`src/rtl/uart_rx_frame_ctrl.sv`:
```
// Frames UART receiver bytes (SOF, LEN, payload, XOR checksum), buffers the payload and
// replays it to a valid/ready consumer; bad frames are dropped with a one-cycle error flag.
module uart_rx_frame_ctrl #(
    parameter logic [7:0] SOF     = 8'hA5,
    parameter int         MAX_LEN = 8,
    parameter int         TIMEOUT = 5000
) (
    input  logic       clk,
    input  logic       nRST,
    input  logic       rx_valid,
    input  logic [7:0] rx_data,
    input  logic       rx_err,
    output logic       rx_en,
    output logic [7:0] pkt_data,
    output logic       pkt_valid,
    input  logic       pkt_ready,
    output logic       pkt_last,
    output logic [2:0] err_pulse,
    output logic [2:0] state
);
    localparam int         IW    = $clog2(MAX_LEN + 1);
    localparam int         AW    = (MAX_LEN > 1) ? $clog2(MAX_LEN) : 1;
    localparam int         CW    = $clog2(TIMEOUT + 1);
    localparam logic [7:0] MAX_B = 8'(MAX_LEN);

    typedef enum logic [2:0] {
        S_IDLE = 3'd0,
        S_LEN  = 3'd1,
        S_PAY  = 3'd2,
        S_CHK  = 3'd3,
        S_OUT  = 3'd4
    } state_t;

    state_t        st;
    logic [7:0]    mem [MAX_LEN];
    logic [IW-1:0] len, idx, rd_idx, rd_nxt, idx_nxt;
    logic [7:0]    csum;
    logic [CW-1:0] gap;
    logic          wr_en;

    assign state   = st;
    assign rd_nxt  = rd_idx + IW'(1);
    assign idx_nxt = idx + IW'(1);
    assign wr_en   = (st == S_PAY) && rx_valid && !rx_err;

    // Payload storage is not reset; a dropped frame simply gets overwritten.
    always_ff @(posedge clk) begin
        if (wr_en) mem[idx[AW-1:0]] <= rx_data;
    end

    always_ff @(posedge clk) begin
        if (!nRST) begin
            st        <= S_IDLE;
            rx_en     <= 1'b1;
            pkt_valid <= 1'b0;
            pkt_last  <= 1'b0;
            pkt_data  <= '0;
            err_pulse <= '0;
            len       <= '0;
            idx       <= '0;
            rd_idx    <= '0;
            csum      <= '0;
            gap       <= '0;
        end else begin
            err_pulse <= '0;
            case (st)
                S_IDLE: begin
                    gap <= '0;
                    if (rx_valid && !rx_err && rx_data == SOF) st <= S_LEN;
                end
                S_LEN, S_PAY, S_CHK: begin
                    if (rx_valid) begin
                        // A fresh byte always beats a coincident timeout.
                        gap <= '0;
                        if (rx_err) begin
                            st        <= S_IDLE;
                            err_pulse <= 3'b001;
                        end else begin
                            case (st)
                                S_LEN: begin
                                    if (rx_data == 8'd0 || rx_data > MAX_B) begin
                                        st        <= S_IDLE;
                                        err_pulse <= 3'b001;
                                    end else begin
                                        len  <= rx_data[IW-1:0];
                                        idx  <= '0;
                                        csum <= rx_data;
                                        st   <= S_PAY;
                                    end
                                end
                                S_PAY: begin
                                    csum <= csum ^ rx_data;
                                    idx  <= idx_nxt;
                                    if (idx_nxt == len) st <= S_CHK;
                                end
                                default: begin
                                    if (rx_data == csum) begin
                                        st        <= S_OUT;
                                        rx_en     <= 1'b0;
                                        pkt_valid <= 1'b1;
                                        pkt_data  <= mem[0];
                                        pkt_last  <= (len == IW'(1));
                                        rd_idx    <= '0;
                                    end else begin
                                        st        <= S_IDLE;
                                        err_pulse <= 3'b010;
                                    end
                                end
                            endcase
                        end
                    end else if (gap == CW'(TIMEOUT - 1)) begin
                        st        <= S_IDLE;
                        err_pulse <= 3'b100;
                        gap       <= '0;
                    end else begin
                        gap <= gap + CW'(1);
                    end
                end
                S_OUT: begin
                    if (pkt_ready) begin
                        if (pkt_last) begin
                            st        <= S_IDLE;
                            rx_en     <= 1'b1;
                            pkt_valid <= 1'b0;
                            pkt_last  <= 1'b0;
                        end else begin
                            rd_idx   <= rd_nxt;
                            pkt_data <= mem[rd_nxt[AW-1:0]];
                            pkt_last <= (rd_nxt == len - IW'(1));
                        end
                    end
                end
                default: st <= S_IDLE;
            endcase
        end
    end
endmodule

```
`config.mk`:
```
export PLATFORM = sky130hd
export DESIGN_NAME = uart_rx_frame_ctrl
export DESIGN_NICKNAME = d
export VERILOG_FILES = /design/src/rtl/uart_rx_frame_ctrl.sv
export SDC_FILE = /design/constraint.sdc
export NUM_CORES = 1
export LEC_CHECK = 0
export CAP_MARGIN = 20
export CELL_PAD_IN_SITES_DETAIL_PLACEMENT = 1
export CELL_PAD_IN_SITES_GLOBAL_PLACEMENT = 2
export CORE_MARGIN = 5
export CORE_UTILIZATION = 44
export CTS_CLUSTER_SIZE = 10
export DETAILED_ROUTE_END_ITERATION = 16
export PLACE_DENSITY_LB_ADDON = 0.1
export SYNTH_ARGS = -nofsm -noshare
export SYNTH_HDL_FRONTEND = slang
export SYNTH_SLANG_ARGS = --single-unit
```
`constraint.sdc`:
```
create_clock -name clk -period 4.69 [get_ports clk]
set_input_delay 0.938 -clock clk [delete_from_list [all_inputs] [get_ports clk]]
set_output_delay 0.938 -clock clk [all_outputs]
set_load 0.005 [all_outputs]
```
==> results of run 1 <==
critical path: cells and delay by family:
family / cells / cell delay [ns]
compound gates: 1 / 0.32
xor+xnor: 1 / 0.18
simple gates: 3 / 1.26
buf+inv: 1 / 0.82
cells in the final DEF (no fill, tap or decap), types with 4 or more instances in the layout:
| cell | n |
|---|---|
| nor2_1 | 35 |
| nor4_1 | 10 |
| buf_4 | 9 |
| nand3_1 | 8 |
| clkdlybuf4s50_1 | 29 |
| o21ai_0 | 25 |
| o31ai_2 | 6 |
| a21oi_1 | 28 |
| xor2_1 | 10 |
| nand4_1 | 14 |
| dfxtp_1 | 50 |
| nand2_1 | 26 |
| inv_6 | 6 |
| o31a_1 | 4 |
| clkbuf_16 | 17 |
| o22ai_1 | 6 |
| mux4_2 | 16 |
| ha_1 | 5 |
| o211ai_1 | 8 |
| nor3_1 | 10 |
| edfxtp_1 | 64 |
| xnor2_1 | 20 |
sequential cells by signal, indices dropped and copies added (netlist names):
signal	flops
csum	8
err_pulse	3
gap	13
idx	4
len	4
mem	64
pkt_data	8
pkt_last	1
pkt_valid	1
rd_idx	4
rx_en	1
state	3
Yosys cell counts (3+ instances only):
library cell	number	area share [%]
clkbuf_1	15	1.1
nand2b_1	3	0.37
dfxtp_1	50	20
xor2_1	10	1.7
nor2_1	35	2.6
nand4_1	14	1.7
mux4_2	16	7.1
a21oi_1	28	2.8
nand2_1	26	1.9
o31a_1	4	0.69
o22ai_1	6	0.74
mux2i_1	3	0.59
ha_1	5	1.2
nor3_1	10	0.99
o31ai_2	6	1.5
inv_1	3	0.22
o21ai_0	25	2.5
xnor2_1	20	3.5
nor3b_1	5	0.74
buf_2	7	0.69
o211ai_1	8	1.2
nor4_1	10	1.2
nand3_1	8	0.79
edfxtp_1	64	38
metal layers:
layer	global-route usage (%)	part of all wire (%)
met5	0	0
met4	8.557	2.0
met3	4.475	3.4
met2	31.65	48
met1	26.47	46
power by group:
group,total (mW),switching [mW],internal (mW)
Combinational,0.0443,0.0291,0.0152
Clock,1.22,0.490,0.732
Sequential,1.05,0.0000127,1.05
worst min-delay path by stage:
stage	to	cells past startpoint	slack, ns	from
after floorplan	idx[3]	1	0.44	idx[3]
after global placement	idx[3]	1	0.45	idx[3]
after detailed placement	pkt_data[3]	2	0.48	pkt_data[3]
after CTS	pkt_data[3]	2	0.49	pkt_data[3]
after global routing	idx[3]	1	0.51	idx[3]
final	pkt_data[3]	2	0.48	pkt_data[3]
cell families (layout without fill, tap and decap cells):
logic type	count (synthesis)	after routing	share of synthesized area, %
simple gates	130	130	13.38
xor+xnor	31	31	5.506
mux	19	19	7.704
flops	114	114	57.68
buf+inv	30	74	2.691
fa+ha+maj	5	5	1.235
compound gates	90	90	11.80
area by class of cell:
type | count | area [um2] | area share, %
Sequential cell | 114 | 2923 | 48.31
Clock inverter | 15 | 131.4 | 2.172
Clock buffer | 17 | 425.4 | 7.032
Multi-Input combinational cell | 275 | 2018 | 33.36
Tap cell | 143 | 178.9 | 2.958
Inverter | 4 | 15.01 | 0.2482
Timing Repair Buffer | 38 | 357.8 | 5.915
==> impl_metrics.py, run 1 <==
metrics = {
    "sta": {
        "slew_violations": 0,
        "period_share_pct": 68.47,
        "max-slew-margin-rel_pct": 33.73,
        "rsz0062_at_grt": "no",
        "finalHoldViolCount": 0,
        "finalCriticalPeriod_ns": 3.211,
        "finalSetupTns_ns": 0,
        "setup_viol": 0,
        "setup_ws_ns": 1.479,
        "tightest_slew_ns": 0.9897,
        "hold_ws_ns": 0.4825,
        "fmax_mhz": 311.4,
        "finClkSkew_ns": 0.01256,
    },
    "floorplanning": {
        "row_count": 39,
        "dieArea_um2": 13760,
        "pin_count": 30,
        "die_x_um": 117.3,
        "die_h_um": 117.3,
        "core_um2": 11370,
        "start_util_pct": 44.57,
    },
    "logic_synthesis": {
        "synth-seq-cells": 114,
        "syn_nets": 437,
        "syn_inst": 419,
        "avgSynthCellArea_um2": 12.09,
        "netlist_area_um2": 5067,
        "ys_warn_count": 0,
        "synth_flop_cell": "edfxtp_1",
        "synth-edff-count": 64,
        "ys_types": 54,
        "ys_seq_area_share_pct": 57.68,
        "async_flop_share_pct": 0,
    },
    "finish": {
        "final_cells": 606,
        "final_area_um2": 6050,
        "nets": 468,
        "num_antenna_cells": 0,
        "utilization_pct": 53.21,
        "drive_above_1_share_pct": 15.55,
        "syn_to_final_growth_pct": 19.38,
        "nFillCells": 1180,
    },
    "clocking": {
        "insertion_delay_ns": 0.42,
        "clk_pin_slew_worst_paths_ns": 0.05,
        "cts.sinks": 114,
        "cts-resized-gates": 0,
        "hold_buffers": 0,
        "cts_tree": "done",
        "cts_buffers": 17,
        "cts.path.max_buffers": 2,
        "cts_root_buf": "clkbuf_16",
        "htreeDepth": 4,
        "postCtsSetupBuffers": 0,
    },
    "setup_path": {
        "cp.arrival_ns": 3.53,
        "reg2reg_from": "state[2]",
        "endpoint": "rd_idx[3]",
        "startpoint_type": "primary input",
        "cpPeakStageDelay_ns": 0.82,
        "end_kind": "register",
        "cp.required_ns": 5.01,
        "r2r_end": "mem[5][1]",
        "crit_type": "in -> reg",
        "cp_cell_sequence": "clkdlybuf4s50_1 > xnor2_1 > nand4_1 > or4_1 > and2_4 > o41ai_2",
        "crit_fanout": 16,
        "ff2ff_path_depth": 5,
        "cp-startpoint": "rx_data[6]",
        "r2r_slack_ns": 1.77,
        "critPathSlowestCell": "clkdlybuf4s50_1",
    },
    "route": {
        "drc_errors": 0,
        "vias": 3507,
        "avgRoutedWirePerCell_um": 21.44,
        "ant_nets": 0,
        "drtIter0Drc": 263,
        "avgViaCountPerCell": 5.787,
        "wl_mm": 12.99,
        "firstDrtPassIters": 4,
    },
    "global_route": {
        "grt_pass1_vias": 3737,
        "grt_max_degree": 26,
        "antenna_found_initial": 0,
        "grt_use_total_pct": 20.01,
        "grt_pass1_wl_mm": 21.37,
        "grt_overflow": 0,
    },
    "placement": {
        "hpwl_mm": 8.506,
        "dp_slack_ns": 1.066,
        "routabilityCongestion": 0.7975,
        "dp.cells": 574,
        "place_area_um2": 5493,
        "io_buffers": 29,
    },
    "hold_path": {
        "hp-class": "reg -> reg",
    },
    "power": {
        "power_density_nw_per_um2": 383.6,
        "ir_drop_v": 0.0003090,
        "fin_total_pwr_mw": 2.320,
        "p_leak_nw": 1.931,
    },
    "status": {
        "status": "complete, no violations",
    },
    "flow_run": {
        "max-cap-violations": 0,
    },
}
Power figures use the tool's default switching activity.
==> run 2, diff against run 1 <==
Settings changed: CORE_UTILIZATION 44 to 37.
Clock period 4.69 ns to 2.75 ns, I/O delays scaled along.
==> run 2 against run 1 <==
  * Clock power grew 75%
  * Via count up 1.5%
  * Cell count grew 10%
  * Core utilization down 6.0 points
  * Wire length rose by 1.2%
  * Count of clock-buffer cells in the layout unchanged
  * First-iteration DRC count rose by 2.7%
  * Combinational power increased by 120%
  * Global-route usage fell by 2.5 points
  * Sequential power increased by 71%
  * Die area rose by 17%
==> impl_metrics.py, run 2 (synthesis results as in run 1) <==
metrics = {
    "setup_path": {
        "crit_fanout": 17,
        "critPathSlowestCell": "clkdlybuf4s50_1",
        "worst-path-buf-inv": 2,
        "cp.required_ns": 2.20,
        "cp.arrival_ns": 1.69,
        "cpPeakStageDelay_ns": 0.53,
        "crit_type": "reg -> out",
        "end_kind": "output pin",
        "cp_cell_sequence": "buf_4 > clkdlybuf4s50_1",
        "crit_family": "buffers and inverters",
        "startpoint_type": "register",
    },
    "clocking": {
        "htreeDepth": 4,
        "hold_buffers": 0,
        "cts_buffers": 17,
        "cts_tree": "done",
        "postCtsSetupBuffers": 0,
        "insertion_delay_ns": 0.42,
        "cts-resized-gates": 0,
        "clk_pin_slew_worst_paths_ns": 0.06,
        "cts.sinks": 114,
        "cts.path.max_buffers": 2,
        "cts_root_buf": "clkbuf_16",
    },
    "floorplanning": {
        "die_x_um": 127.0,
        "dieArea_um2": 16140,
        "pin_count": 30,
        "core_um2": 13350,
        "row_count": 42,
        "start_util_pct": 37.96,
        "die_h_um": 127.0,
    },
    "sta": {
        "tightest_slew_ns": 0.6077,
        "slew_violations": 0,
        "setup_viol": 0,
        "finClkSkew_ns": 0.007421,
        "setup_ws_ns": 0.5113,
        "finalSetupTns_ns": 0,
        "max-slew-margin-rel_pct": 59.11,
        "period_share_pct": 81.41,
        "fmax_mhz": 446.7,
        "hold_ws_ns": 0.4822,
        "finalHoldViolCount": 0,
        "rsz0062_at_grt": "no",
        "finalCriticalPeriod_ns": 2.239,
    },
    "finish": {
        "largest_register_ffs": 64,
        "nets": 496,
        "mostFrequentLayoutCell": "edfxtp_1",
        "drive_above_1_share_pct": 20.37,
        "final_cell_mix": "edfxtp_1, dfxtp_1, buf_4",
        "num_antenna_cells": 0,
        "final_cells": 667,
        "final_area_um2": 6307,
        "utilization_pct": 47.25,
        "syn_to_final_growth_pct": 24.47,
    },
    "placement": {
        "io_buffers": 29,
        "routabilityCongestion": 0.7399,
        "dp.cells": 635,
        "dp_slack_ns": 0.06646,
        "hpwl_mm": 8.882,
        "place_area_um2": 5734,
    },
    "route": {
        "avgRoutedWirePerCell_um": 19.71,
        "drtIter0Drc": 270,
        "avgViaCountPerCell": 5.337,
        "vias": 3560,
        "drc_errors": 0,
        "ant_nets": 0,
        "firstDrtPassIters": 4,
        "wl_mm": 13.14,
    },
    "power": {
        "fin_total_pwr_mw": 4.032,
        "power_density_nw_per_um2": 639.2,
        "p_leak_nw": 2.066,
        "ir_drop_v": 0.0005338,
    },
    "global_route": {
        "grt_pass1_wl_mm": 21.55,
        "grt_overflow": 0,
        "antenna_found_initial": 0,
        "grt_use_total_pct": 17.56,
        "grt_pass1_vias": 3721,
        "grt_max_degree": 27,
    },
    "flow_run": {
        "max-cap-violations": 0,
    },
    "hold_path": {
        "hp-class": "reg -> reg",
    },
    "status": {
        "status": "complete, no violations",
    },
}
-- run 2: changes by cell type in the layout (fill, tap and decap cells not counted) --
| cell | change |
|---|---|
| buf_4 | +28 |
| clkinvlp_4 | +3 |
| clkinv_1 | -2 |
| clkinv_2 | -2 |
| nor3b_1 | +2 |
| nor3b_2 | -2 |
| clkinv_4 | -1 |
| inv_6 | +1 |
| inv_8 | +1 |
-- run 2: final cells by class --
type | count | area (um2)
sequential | 114 | 2923
multi-input combinational | 275 | 2008
clock inverter | 15 | 147.6
fill | 1426 | 7041
timing repair buffer | 66 | 568.0
inverter | 4 | 15.01
tap | 176 | 220.2
clock buffer | 17 | 425.4
-- run 2: worst reg2reg max path, delay by kind of cell, from the launching register on --
kind | cells | cell delay [ns]
simple gates | 4 | 1.23
flops | 1 | 0.48
buf+inv | 1 | 0.23
-- run 2: path summary, 6_finish.rpt --
kind | from | end | slack [ns] | depth (start not counted)
worst min register to register | pkt_valid | pkt_valid | 0.48 | 2
worst max register to register | state[1] | mem[3][1] | 0.51 | 5
worst min-delay path | pkt_valid | pkt_valid | 0.48 | 2
worst max-delay path | state[2] | state[2] | 0.51 | 2
-- run 2: metal layers --
layer	wire, um	share of wire, %	global-route usage, %
met1	6397	49	24.55
met3	383	2.9	4.758
met2	6265	48	27.02
met5	0	0	0
met4	98	0.75	4.921
-- run 2: power breakdown --
| group | switching (mW) | internal, mW | total [mW] |
|---|---|---|---|
| clock network | 0.873 | 1.27 | 2.14 |
| logic | 0.0570 | 0.0384 | 0.0955 |
| registers | 0.0000226 | 1.80 | 1.80 |
| total | 0.930 | 3.10 | 4.03 |
==> run 3, diff against run 2 <==
Clock period 2.75 ns to 1.9 ns, I/O delays scaled along.
==> run 3 against run 2 <==
  * The flow now finishes with violations (setup timing)
  * First-iteration DRC count is 17% lower
  * Global-route usage grew 0.71 points
  * Wire length up 6.2%
  * Critical path type is now reg -> reg
  * Critical endpoint is now rd_idx[3]
  * Largest power group unchanged
==> impl_metrics.py, run 3 (synthesis results as in run 1) <==
metrics = {
    "finish": {
        "nFillCells": 1372,
        "mostFrequentLayoutCell": "buf_4",
        "final_cell_mix": "buf_4, edfxtp_1, dfxtp_1",
        "final_area_um2": 7004,
        "final_cells": 712,
        "syn_to_final_growth_pct": 38.22,
        "drive_above_1_share_pct": 31.90,
        "num_antenna_cells": 0,
        "largest_register_ffs": 64,
        "utilization_pct": 52.47,
        "nets": 541,
    },
    "floorplanning": {
        "start_util_pct": 37.96,
        "row_count": 42,
        "core_um2": 13350,
        "dieArea_um2": 16140,
        "pin_count": 30,
        "die_h_um": 127.0,
        "die_x_um": 127.0,
    },
    "route": {
        "vias": 3806,
        "avgViaCountPerCell": 5.346,
        "avgRoutedWirePerCell_um": 19.60,
        "wl_mm": 13.96,
        "drc_errors": 0,
        "ant_nets": 0,
        "firstDrtPassIters": 4,
        "drtIter0Drc": 225,
    },
    "setup_path": {
        "crit_fanout": 6,
        "reg2reg_from": "csum[4]",
        "r2r_slack_ns": -0.08,
        "cp.arrival_ns": 2.31,
        "r2r_end": "rd_idx[3]",
        "ff2ff_path_depth": 5,
        "crit_type": "reg -> reg",
        "end_kind": "register",
        "cp.required_ns": 2.23,
        "startpoint_type": "register",
    },
    "clocking": {
        "htreeDepth": 4,
        "cts_root_buf": "clkbuf_16",
        "cts.sinks": 114,
        "hold_buffers": 0,
        "cts_tree": "done",
        "cts.path.max_buffers": 2,
        "cts_buffers": 17,
        "clk_pin_slew_worst_paths_ns": 0.06,
        "insertion_delay_ns": 0.42,
    },
    "sta": {
        "hold_ws_ns": 0.3525,
        "setup_viol": 6,
        "period_share_pct": 104.2,
        "slew_violations": 0,
        "finalHoldViolCount": 0,
        "finalCriticalPeriod_ns": 1.980,
        "setup_ws_ns": -0.08048,
        "tightest_slew_ns": 0.5816,
        "fmax_mhz": 504.9,
        "finClkSkew_ns": 0.009890,
        "rsz0062_at_grt": "yes",
        "max-slew-margin-rel_pct": 60.90,
    },
    "power": {
        "ir_drop_v": 0.0005488,
        "p_leak_nw": 2.399,
        "power_density_nw_per_um2": 862.3,
    },
    "global_route": {
        "grt_overflow": 0,
        "grt_pass1_wl_mm": 22.60,
        "grt_use_total_pct": 18.27,
        "grt_max_degree": 27,
        "grt_pass1_vias": 4140,
        "antenna_found_initial": 0,
    },
    "flow_run": {
        "max-cap-violations": 0,
    },
    "placement": {
        "routabilityCongestion": 0.8151,
        "dp.cells": 672,
        "place_area_um2": 6190,
        "io_buffers": 29,
        "hpwl_mm": 9.657,
    },
    "status": {
        "status": "finished with violations",
        "violations": "setup timing",
    },
    "hold_path": {
        "min_to": "csum[4]",
        "hold_depth": 3,
        "hp-class": "in -> reg",
        "hold_path.startpoint": "rx_data[4]",
    },
}
==> run 3: worst max path at each step <==
stage | slack, ns | to | from | cells past startpoint
global route | -0.13 | rd_idx[3] | csum[4] | 5
detailed placement | -0.81 | rd_idx[3] | rx_data[4] | 6
CTS | -0.1 | pkt_data[6] | csum[4] | 6
finish | -0.08 | rd_idx[3] | csum[4] | 5
global placement | -0.78 | rd_idx[3] | rx_data[4] | 6
floorplan | -0.07 | pkt_data[7] | rx_data[0] | 8
==> run 3: per-layer routing <==
layer / share of wire, % / track usage, % / up-vias / routed length, um
met5: 0 / 0 / - / 0
met4: 1.5 / 6.435 / 0 / 205
li1: - / - / 1805 / -
met3: 2.9 / 4.174 / 15 / 403
met2: 49 / 30.07 / 50 / 6849
met1: 47 / 23.80 / 1936 / 6497
==> run 3: metrics by stage <==
stage	power [mW]	setup TNS, ns	worst slack [ns]
after floorplan	2.698	-1.549	-0.07253
after global placement	2.791	-33.77	-0.7795
after detailed placement	2.796	-36.83	-0.8145
after CTS	6.106	-0.7572	-0.09789
after global routing	6.244	-0.8842	-0.1278
final	6.039	-0.3469	-0.08048
==> run 3: area by class of cell <==
type / count / area (um2) / share of cell area, %
multi-input combinational: 276 / 2210 / 31.55
inverter: 4 / 15.01 / 0.2144
tap: 176 / 220.2 / 3.144
clock inverter: 14 / 180.2 / 2.572
sequential: 114 / 2937 / 41.93
timing repair buffer: 110 / 1013 / 14.47
clock buffer: 18 / 429.2 / 6.127
==> run 3: timing repair <==
action	CTS	global route
pin swaps	15	10
setup endpoints to repair	47	70
setup buffers	2	4
resized for setup	35	10
gates cloned	2	0
==> run 3: critical path: stages (launching register included) <==
cell,delay (ns)
dfxtp_4,0.36
xnor2_4,0.16
nand4_1,0.22
or4_4,0.66
and2_4,0.21
o41ai_2,0.27
==> run 3: power breakdown <==
| group | switching, mW | leakage, nW | internal [mW] |
|---|---|---|---|
| Sequential | 0.0000272 | 0.982 | 2.60 |
| Clock | 1.21 | 0.292 | 2.08 |
| Combinational | 0.0879 | 1.13 | 0.0580 |
